==> src/rtl/usr_pkg.sv <==
// Shared types and helpers for the N-bit universal shift register.
//   usr_mode_t  : 3-bit operation select
//   state_t     : sequencer state (IDLE / RUN)
//   is_seq_mode : modes that may be repeated by the sequencer
//   next_value  : one-step reference of a mode on a value up to USR_MAX_W bits
package usr_pkg;

   localparam int unsigned USR_MAX_W = 64;

   typedef enum logic [2:0] {
      MODE_HOLD = 3'b000,
      MODE_SHR  = 3'b001,
      MODE_SHL  = 3'b010,
      MODE_LOAD = 3'b011,
      MODE_ROR  = 3'b100,
      MODE_ROL  = 3'b101,
      MODE_ASR  = 3'b110,
      MODE_CLR  = 3'b111
   } usr_mode_t;

   typedef enum logic {
      IDLE = 1'b0,
      RUN  = 1'b1
   } state_t;

   // Modes that make sense to repeat K times.
   function automatic logic is_seq_mode(input usr_mode_t m);
      return (m == MODE_SHR) || (m == MODE_SHL) || (m == MODE_ROR) ||
             (m == MODE_ROL) || (m == MODE_ASR);
   endfunction

   // One step of a mode on the low 'width' bits of 'a'. LOAD has no data
   // operand here, so it returns 'a'; the caller substitutes the load value.
   function automatic logic [USR_MAX_W-1:0] next_value(
      input usr_mode_t               mode,
      input logic [USR_MAX_W-1:0]    a,
      input logic                    msb_in,
      input logic                    lsb_in,
      input int unsigned             width
   );
      logic [USR_MAX_W-1:0] mask;
      logic [USR_MAX_W-1:0] msb_bit;
      logic                 top;
      logic [USR_MAX_W-1:0] r;
      mask    = USR_MAX_W'((65'(1) << width) - 65'(1));
      msb_bit = USR_MAX_W'(1) << (width - 1);
      top     = |(a & msb_bit);
      r       = a;
      case (mode)
         MODE_SHR: r = (a >> 1) | (msb_in ? msb_bit : '0);
         MODE_SHL: r = ((a << 1) | USR_MAX_W'(lsb_in)) & mask;
         MODE_ROR: r = (a >> 1) | (a[0] ? msb_bit : '0);
         MODE_ROL: r = ((a << 1) | USR_MAX_W'(top)) & mask;
         MODE_ASR: r = (a >> 1) | (top ? msb_bit : '0);
         MODE_CLR: r = '0;
         default:  r = a;
      endcase
      return r;
   endfunction

endpackage

==> src/rtl/usr_step_counter.sv <==
// Loadable down-counter used to sequence multi-step shifts.
//   clk, rst_n : clock, async active-low reset
//   load       : load load_val (has priority over dec)
//   load_val   : value to load
//   dec        : decrement by one, saturating at zero
//   zero_c     : count is zero (combinational from the count register)
module usr_step_counter #(
   parameter int unsigned CNT_W = 4
) (
   input  logic             clk,
   input  logic             rst_n,
   input  logic             load,
   input  logic [CNT_W-1:0] load_val,
   input  logic             dec,
   output logic             zero_c
);

   logic [CNT_W-1:0] count_q;
   logic [CNT_W-1:0] count_d;

   // Next count.
   always_comb begin
      count_d = count_q;
      if (load) begin
         count_d = load_val;
      end else if (dec && (count_q != '0)) begin
         count_d = count_q - CNT_W'(1);
      end
   end

   // Count register.
   always_ff @(posedge clk or negedge rst_n) begin
      if (!rst_n) begin
         count_q <= '0;
      end else begin
         count_q <= count_d;
      end
   end

   assign zero_c = (count_q == '0);

endmodule

==> src/rtl/universal_shift_register_n.sv <==
// N-bit universal shift register with sequenced shift-by-K.
//   CLK, Clear_b     : clock, async active-low reset
//   mode             : operation select (usr_mode_t encoding)
//   I_par            : parallel load data
//   MSB_in, LSB_in   : serial inputs for SHR / SHL
//   start, cnt       : request cnt repetitions of a shift/rotate mode
//   A_par            : register contents
//   MSB_out, LSB_out : top / bottom bit of A_par
//   busy             : sequence in progress
//   done             : one-cycle pulse when a sequence completes
module universal_shift_register_n
   import usr_pkg::*;
#(
   parameter int unsigned WIDTH = 8,
   parameter int unsigned CNT_W = 4
) (
   input  logic             CLK,
   input  logic             Clear_b,
   input  logic [2:0]       mode,
   input  logic [WIDTH-1:0] I_par,
   input  logic             MSB_in,
   input  logic             LSB_in,
   input  logic             start,
   input  logic [CNT_W-1:0] cnt,
   output logic [WIDTH-1:0] A_par,
   output logic             MSB_out,
   output logic             LSB_out,
   output logic             busy,
   output logic             done
);

   state_t           state_q, state_d;
   usr_mode_t        op_q, op_d;
   logic [WIDTH-1:0] a_par_q, a_par_d;
   logic             busy_q, busy_d;
   logic             done_q, done_d;

   usr_mode_t        mode_in;
   usr_mode_t        apply_op;
   logic             cnt_load;
   logic             cnt_dec;
   logic             cnt_zero;

   assign mode_in = usr_mode_t'(mode);

   // Counter holds the steps remaining after the current one, so the
   // final step is the one taken while it reads zero.
   usr_step_counter #(
      .CNT_W (CNT_W)
   ) u_step_counter (
      .clk      (CLK),
      .rst_n    (Clear_b),
      .load     (cnt_load),
      .load_val (cnt - CNT_W'(1)),
      .dec      (cnt_dec),
      .zero_c   (cnt_zero)
   );

   // Sequencer: next state, operation to apply this edge, handshake.
   always_comb begin
      state_d  = state_q;
      op_d     = op_q;
      busy_d   = busy_q;
      done_d   = 1'b0;
      apply_op = MODE_HOLD;
      cnt_load = 1'b0;
      cnt_dec  = 1'b0;
      case (state_q)
         IDLE: begin
            if (start && is_seq_mode(mode_in)) begin
               if (cnt == '0) begin
                  done_d = 1'b1;
               end else begin
                  op_d     = mode_in;
                  cnt_load = 1'b1;
                  busy_d   = 1'b1;
                  state_d  = RUN;
               end
            end else begin
               apply_op = mode_in;
            end
         end
         RUN: begin
            apply_op = op_q;
            if (cnt_zero) begin
               state_d = IDLE;
               busy_d  = 1'b0;
               done_d  = 1'b1;
            end else begin
               cnt_dec = 1'b1;
            end
         end
         default: begin
            state_d = IDLE;
            busy_d  = 1'b0;
         end
      endcase
   end

   // Per-bit datapath mux; end bits take serial inputs or wrap-around.
   for (genvar i = 0; i < WIDTH; i++) begin : g_bit
      logic up_shr, up_ror, up_asr;
      logic dn_shl, dn_rol;
      logic nxt;

      if (i == WIDTH - 1) begin : g_hi
         assign up_shr = MSB_in;
         assign up_ror = a_par_q[0];
         assign up_asr = a_par_q[WIDTH-1];
      end else begin : g_hi_mid
         assign up_shr = a_par_q[i+1];
         assign up_ror = a_par_q[i+1];
         assign up_asr = a_par_q[i+1];
      end

      if (i == 0) begin : g_lo
         assign dn_shl = LSB_in;
         assign dn_rol = a_par_q[WIDTH-1];
      end else begin : g_lo_mid
         assign dn_shl = a_par_q[i-1];
         assign dn_rol = a_par_q[i-1];
      end

      always_comb begin
         nxt = a_par_q[i];
         case (apply_op)
            MODE_HOLD: nxt = a_par_q[i];
            MODE_SHR:  nxt = up_shr;
            MODE_SHL:  nxt = dn_shl;
            MODE_LOAD: nxt = I_par[i];
            MODE_ROR:  nxt = up_ror;
            MODE_ROL:  nxt = dn_rol;
            MODE_ASR:  nxt = up_asr;
            MODE_CLR:  nxt = 1'b0;
            default:   nxt = a_par_q[i];
         endcase
      end

      assign a_par_d[i] = nxt;
   end

   // State, operation and output registers.
   always_ff @(posedge CLK or negedge Clear_b) begin
      if (!Clear_b) begin
         state_q <= IDLE;
         op_q    <= MODE_HOLD;
         a_par_q <= '0;
         busy_q  <= 1'b0;
         done_q  <= 1'b0;
      end else begin
         state_q <= state_d;
         op_q    <= op_d;
         a_par_q <= a_par_d;
         busy_q  <= busy_d;
         done_q  <= done_d;
      end
   end

   assign A_par   = a_par_q;
   assign MSB_out = a_par_q[WIDTH-1];
   assign LSB_out = a_par_q[0];
   assign busy    = busy_q;
   assign done    = done_q;

endmodule

==> config.mk <==
export PLATFORM = sky130hd
export DESIGN_NAME = universal_shift_register_n
export DESIGN_NICKNAME = d
export VERILOG_FILES = /design/src/rtl/usr_pkg.sv /design/src/rtl/usr_step_counter.sv /design/src/rtl/universal_shift_register_n.sv
export SDC_FILE = /design/constraint.sdc
export NUM_CORES = 1
export LEC_CHECK = 0
export CORE_MARGIN = 3
export CORE_UTILIZATION = 53
export CTS_BUF_LIST = sky130_fd_sc_hd__clkbuf_8
export CTS_CLUSTER_SIZE = 20
export DETAILED_ROUTE_END_ITERATION = 8
export HOLD_SLACK_MARGIN = 0.06
export PLACE_DENSITY = 0.87
export SETUP_SLACK_MARGIN = 0.2
export SKIP_LAST_GASP = 1
export SLEW_MARGIN = 10
export SYNTH_ARGS = -nofsm -noshare
export SYNTH_HDL_FRONTEND = slang
export SYNTH_SLANG_ARGS = --single-unit
==> constraint.sdc <==
create_clock -name CLK -period 2.8 [get_ports CLK]
set_input_delay 0.56 -clock CLK [delete_from_list [all_inputs] [get_ports CLK]]
set_output_delay 0.56 -clock CLK [all_outputs]
set_load 0.005 [all_outputs]
==> impl_metrics.env, run 1 <==
export IMPL_rrSetupSlack_ns=0.74
export IMPL_cts_tree="done"
export IMPL_grt_pass1_vias=1036
export IMPL_power_density_nw_per_um2=1110
export IMPL_dp_hpwl_um=2100
export IMPL_min_period_ns=2.55
export IMPL_synthArstFlopShare=1.00
export IMPL_yosysMostFrequentCell="dfrtp_1"
export IMPL_grt_pass1_wl_um=4720
export IMPL_viasPerCell=6.45
export IMPL_cellLeakagePower_nw=0.619
export IMPL_synth_seq_cells=18
export IMPL_drv_slew=0
export IMPL_grt_start_max_net_pins=19
export IMPL_dpl_cell_count=177
export IMPL_p_comb_frac=0.566
export IMPL_synth_top_cells_by_count="dfrtp_1 (18), nand3_1 (15), a21oi_1 (10)"
export IMPL_sequentialPowerShare=0.310
export IMPL_synth_top_area_share=0.384
export IMPL_hp_start="op_q[0]"
export IMPL_yosys_top_cells_area="dfrtp_1 (38%), nand3_1 (6.4%), a221o_1 (5.1%)"
export IMPL_cts_hold_buf=0
export IMPL_fin_ws_ns=0.253
export IMPL_gp_congestion=0.787
export IMPL_synth_top_family_by_area="compound AO/OA/AOI/OAI gates"
export IMPL_grtUsageTotal=0.231
export IMPL_tns_ns=0
export IMPL_synthAdderAreaFrac=0.0107
export IMPL_worst_slew_pin_transition_ns=0.798
export IMPL_boundaryPins=32
export IMPL_die_y_um=53.0
export IMPL_syn_instance_count=123
export IMPL_drtIter0Drc=59
export IMPL_rr_startpoint="state_q"
export IMPL_drt_pass1_iter_count=5
export IMPL_start_util=0.580
export IMPL_vias=1173
export IMPL_syn_to_final_growth_pct=34.0
export IMPL_yosysUniqueCellTypes=41
export IMPL_p_int_mw=0.996
export IMPL_chipWidth_um=53.0
export IMPL_design_area_um2=1570
export IMPL_drive_above_1_share=0.135
export IMPL_finalCritPeriodShare=0.910
export IMPL_cp_end_kind="flop"
export IMPL_clock_latency_ns=0.25
export IMPL_diodes=0
export IMPL_path_class="primary input to flop"
export IMPL_clock_path_buffers=2
export IMPL_antenna_found_initial=0
export IMPL_fp_row_count=16
export IMPL_p_sw_mw=0.744
export IMPL_start_kind="primary input"
export IMPL_cp_arrival_ns=2.65
export IMPL_yosysTopAreaCell="dfrtp_1"
export IMPL_slew_headroom=0.466
export IMPL_wirelength_um=3190
export IMPL_switching_share=0.428
export IMPL_crit_fanout=3
export IMPL_min_to="op_q[0]"
export IMPL_reg2reg_to="A_par[7]"
export IMPL_hold_path_class="flop to flop"
export IMPL_hold_viol=0
export IMPL_yosysWarnings=0
export IMPL_synth_mux_area_frac=0.0715
export IMPL_holdWs_ns=0.515
export IMPL_outcome="finished, final reports clean"
export IMPL_hold_depth=1
export IMPL_fmax_ghz=0.393
export IMPL_fin_cells=182
export IMPL_clock_sinks=18
export IMPL_ant_nets=0
export IMPL_vdd_drop_max_uv=751
export IMPL_synthesis_area_um2=1170
export IMPL_io_buffers=31
export IMPL_critical_path_required_ns=2.91
export IMPL_clk_pin_slew_worst_paths_ns=0.07
export IMPL_dieArea_um2=2810
export IMPL_synth_compound_area_frac=0.261
export IMPL_htree_levels=1
export IMPL_wire_per_inst_um=17.5
export IMPL_yosysSeqAreaShare=0.384
export IMPL_cts_root_buf="clkbuf_8"
export IMPL_synthSimpleGateAreaFrac=0.210
export IMPL_coreArea_um2=2020
export IMPL_cts_inserted_buffers=3
export IMPL_synth_flop_cell="dfrtp_1"
export IMPL_clockPowerShare=0.124
export IMPL_pre_cts_slack_ns=0.0438
export IMPL_cap_violations=0
export IMPL_grt_overflow=0
export IMPL_r2r_cells=5
export IMPL_synth_fp_nets=144
export IMPL_rsz0062_at_grt="false"
export IMPL_skew_ns=0.000642
export IMPL_synth_xor_area_frac=0.00747
export IMPL_dpl_cell_area_um2=1490
export IMPL_fillers=132
export IMPL_finalSetupViolCount=0
export IMPL_syn_avg_cell_area_um2=9.53
export IMPL_remaining_drc_errors=0
export IMPL_fin_nets=177
export IMPL_synth_edf_count=0
metrics by stage:
step / total power, mW / util
finish: 1.74 / 0.777
global route: 1.86 / 0.777
CTS: 1.70 / 0.766
detailed placement: 1.48 / 0.739
global placement: 1.45 / 0.739
floorplan: 1.18 / -
kinds of logic (layout without fill, tap and decap cells):
kind of cell,after synthesis,count (layout)
buffers and inverters,10,42
AND/OR/NAND/NOR,45,45
flip-flops,18,18
adder cells (fa/ha/maj),1,1
multiplexers,8,8
XOR/XNOR,1,1
AO/OA/AOI/OAI,40,40
power by group through the flow:
stage | Combinational [mW] | Sequential [mW] | Clock, mW
after global placement | 0.921 | 0.524 | 0
after global routing | 1.07 | 0.555 | 0.230
after floorplan | 0.701 | 0.481 | 0
final | 0.986 | 0.539 | 0.216
after CTS | 0.957 | 0.531 | 0.214
after detailed placement | 0.943 | 0.536 | 0
worst max-delay path by stage:
stage          slack (ns)                        end  startpoint
6_report             0.25  u_step_counter.count_q[2]      cnt[3]
5_1_grt              0.22  u_step_counter.count_q[2]      cnt[3]
4_1_cts              0.23  u_step_counter.count_q[2]      cnt[0]
3_5_place_dp         0.04  u_step_counter.count_q[2]      cnt[0]
3_3_place_gp         0.15  u_step_counter.count_q[2]      cnt[0]
2_1_floorplan        0.60  u_step_counter.count_q[2]      cnt[1]
sequential cells by signal, indices dropped and copies added (netlist names):
| name | flops |
|---|---|
| A_par | 8 |
| busy | 1 |
| state_q | 1 |
| op_q | 3 |
| u_step_counter.count_q | 4 |
| done | 1 |
placed cells by master, fill, tap and decap left out, types with 2 or more instances in the layout:
cell type and count:
nand2_1 7, a221o_1 6, o31ai_1 3, clkbuf_8 4, nor2b_1 3, o21a_1 2
dfrtp_1 18, mux2_1 3, nor4_1 2, buf_4 6, nand3_1 15, clkdlybuf4s50_1 30
o21ai_2 2, nor3_1 2, or4_1 2, o21ai_0 6, mux2i_1 5, nand2b_1 3
nor2_1 5, a21oi_1 10
metal layers:
layer	part of all wire	vias to the layer above	routed length [um]	global-route usage
met5	0	-	0	0
met4	0.020	0	63	0.0936
met3	0.086	8	274	0.0535
met2	0.49	76	1570	0.388
met1	0.40	554	1280	0.282
li1	-	535	-	-
worst max-delay path, cell delays in order:
cell and delay, ns:
clkdlybuf4s50_1 0.43, or4_4 0.58, o311ai_4 0.13, nor2_4 0.09, mux2i_1 0.20, ha_2 0.24
xnor2_1 0.12, nor2_1 0.05, a21oi_1 0.14, o21ai_0 0.11
cell type report:
class	instances	area (um2)	share of cell area
sequential	18	450	0.287
tap	27	33.8	0.0215
clock buffer	4	55.1	0.0350
timing repair buffer	37	358	0.228
multi-input combinational	95	671	0.427
inverter	1	3.75	0.00239
repair_timing:
item	4_1_cts	5_1_grt
endpoints found under the setup margin	0	1
buffers inserted	0	1
gates resized for setup	0	3
Note: power is estimated with default switching activity, not from simulation.
==> run 2, diff against run 1 <==
Settings changed: CORE_MARGIN 3 to not set, CORE_UTILIZATION 53 to 60, DONT_BUFFER_PORTS set to 1, PLACE_DENSITY 0.87 to 0.76.
==> impl_metrics.env, run 2 (synthesis results as in run 1) <==
export IMPL_min_to="op_q[2]"
export IMPL_crit_start="cnt[1]"
export IMPL_dp_hpwl_um=1700
export IMPL_min_period_ns=2.10
export IMPL_hold_path_class="primary input to flop"
export IMPL_htree_levels=1
export IMPL_chipWidth_um=46.2
export IMPL_drv_slew=0
export IMPL_skew_ns=0.00383
export IMPL_largest_register_ffs=8
export IMPL_finalPower_mw=1.48
export IMPL_tns_ns=0
export IMPL_grt_use_met1=0.313
export IMPL_dieArea_um2=2130
export IMPL_finalSetupViolCount=0
export IMPL_grt_start_max_net_pins=19
export IMPL_diodes=0
export IMPL_remaining_drc_errors=0
export IMPL_cp_arrival_ns=2.21
export IMPL_finalCritPeriodShare=0.751
export IMPL_grtUsageMet3=0.0706
export IMPL_wire_per_inst_um=15.6
export IMPL_layout_commonest_cell="dfrtp_1"
export IMPL_rr_startpoint="state_q"
export IMPL_clock_latency_ns=0.25
export IMPL_cts_root_buf="clkbuf_8"
export IMPL_hp_start="mode[2]"
export IMPL_cts_inserted_buffers=3
export IMPL_vdd_drop_max_uv=728
export IMPL_worst_slew_pin_transition_ns=0.794
export IMPL_fmax_ghz=0.476
export IMPL_start_kind="primary input"
export IMPL_rrSetupSlack_ns=0.74
export IMPL_antenna_found_initial=0
export IMPL_grt_pass1_vias=878
export IMPL_syn_to_final_growth_pct=3.74
export IMPL_clock_sinks=18
export IMPL_fp_row_count=15
export IMPL_clock_path_buffers=2
export IMPL_critical_path_required_ns=2.91
export IMPL_layout_common_cells="dfrtp_1 (18), nand3_1 (15), a21oi_1 (10)"
export IMPL_path_class="primary input to flop"
export IMPL_top_usage_layer="met2"
export IMPL_crit_fanout=6
export IMPL_hold_viol=0
export IMPL_drive_above_1_share=0.125
export IMPL_grt_pass1_wl_um=3710
export IMPL_power_density_nw_per_um2=1220
export IMPL_reg2reg_to="A_par[7]"
export IMPL_fin_nets=142
export IMPL_io_buffers=0
export IMPL_cellLeakagePower_nw=0.469
export IMPL_cts_tree="done"
export IMPL_cap_violations=0
export IMPL_gp_congestion=0.775
export IMPL_outcome="finished, final reports clean"
export IMPL_slew_headroom=0.469
export IMPL_r2r_cells=5
export IMPL_clk_pin_slew_worst_paths_ns=0.07
export IMPL_coreArea_um2=1780
export IMPL_fin_util=0.682
export IMPL_viasPerCell=6.70
export IMPL_die_y_um=46.2
export IMPL_cts_setup_buffers=0
export IMPL_drtIter0Drc=28
export IMPL_rsz0062_at_grt="false"
export IMPL_cp_end_kind="flop"
export IMPL_use_met2=0.377
export IMPL_boundaryPins=32
export IMPL_drt_pass1_iter_count=4
export IMPL_grtUsageTotal=0.242
export IMPL_grt_overflow=0
export IMPL_ant_nets=0
export IMPL_hold_depth=1
export IMPL_wirelength_um=2260
export IMPL_start_util=0.658
export IMPL_vias=972
==> run 2: cell count changes in the layout (fill, tap and decap cells not counted), sizes merged <==
cell           delta
clkdlybuf4s50    -30
dlygate4sd3       +1
buf               -5
dlymetal6s2s      -1
==> run 2: how the worst max path moves through the flow <==
stage / cells past startpoint / slack, ns / endpoint
floorplan: 9 / 0.60 / u_step_counter.count_q[2]
global placement: 9 / 0.53 / u_step_counter.count_q[2]
detailed placement: 9 / 0.44 / u_step_counter.count_q[2]
CTS: 9 / 0.71 / u_step_counter.count_q[2]
global route: 5 / 0.56 / A_par[7]
finish: 9 / 0.70 / u_step_counter.count_q[2]
==> run 2: worst max-delay path, cell delays in order <==
cell	delay [ns]
or4_4	0.53
o311ai_2	0.19
nor2_4	0.10
mux2i_1	0.15
ha_1	0.24
xnor2_1	0.14
nor2_1	0.06
a21oi_1	0.16
o21ai_0	0.09
==> run 2: cell type report <==
type	count	area [um2]
Sequential cell	18	450
Multi-Input combinational cell	95	658
Inverter	1	3.75
Timing Repair Buffer	2	17.5
Fill cell	149	567
Clock buffer	4	55.1
Tap cell	25	31.3
==> run 2: report_power, final <==
group	internal [mW]	total (mW)	switching [mW]
logic	0.320	0.729	0.409
registers	0.384	0.545	0.161
clock network	0.125	0.209	0.0843
total	0.828	1.48	0.654
==> run 2: layer usage <==
metal  share of wire  vias to the layer above
li1                -                      470
met1            0.43                      452
met2            0.46                       46
met3           0.096                        4
met4           0.010                        0
met5               0                        -
==> run 2: repair_timing <==
action | 4_1_cts | 5_1_grt
hold buffers | 1 | 0
resized for setup | 0 | 0
endpoints found under the setup margin | 0 | 0
endpoints found under the hold margin | 18 | 0
==> run 2: metrics by stage <==
stage / cells / setup WS [ns] / instance area (um2) / hold WS (ns)
floorplan: 123 / 0.598 / 1170 / 0.264
global placement: 140 / 0.529 / 1150 / 0.265
detailed placement: 140 / 0.438 / 1150 / 0.265
CTS: 145 / 0.714 / 1220 / 0.434
global route: 145 / 0.557 / 1220 / 0.429
finish: 145 / 0.698 / 1220 / 0.437
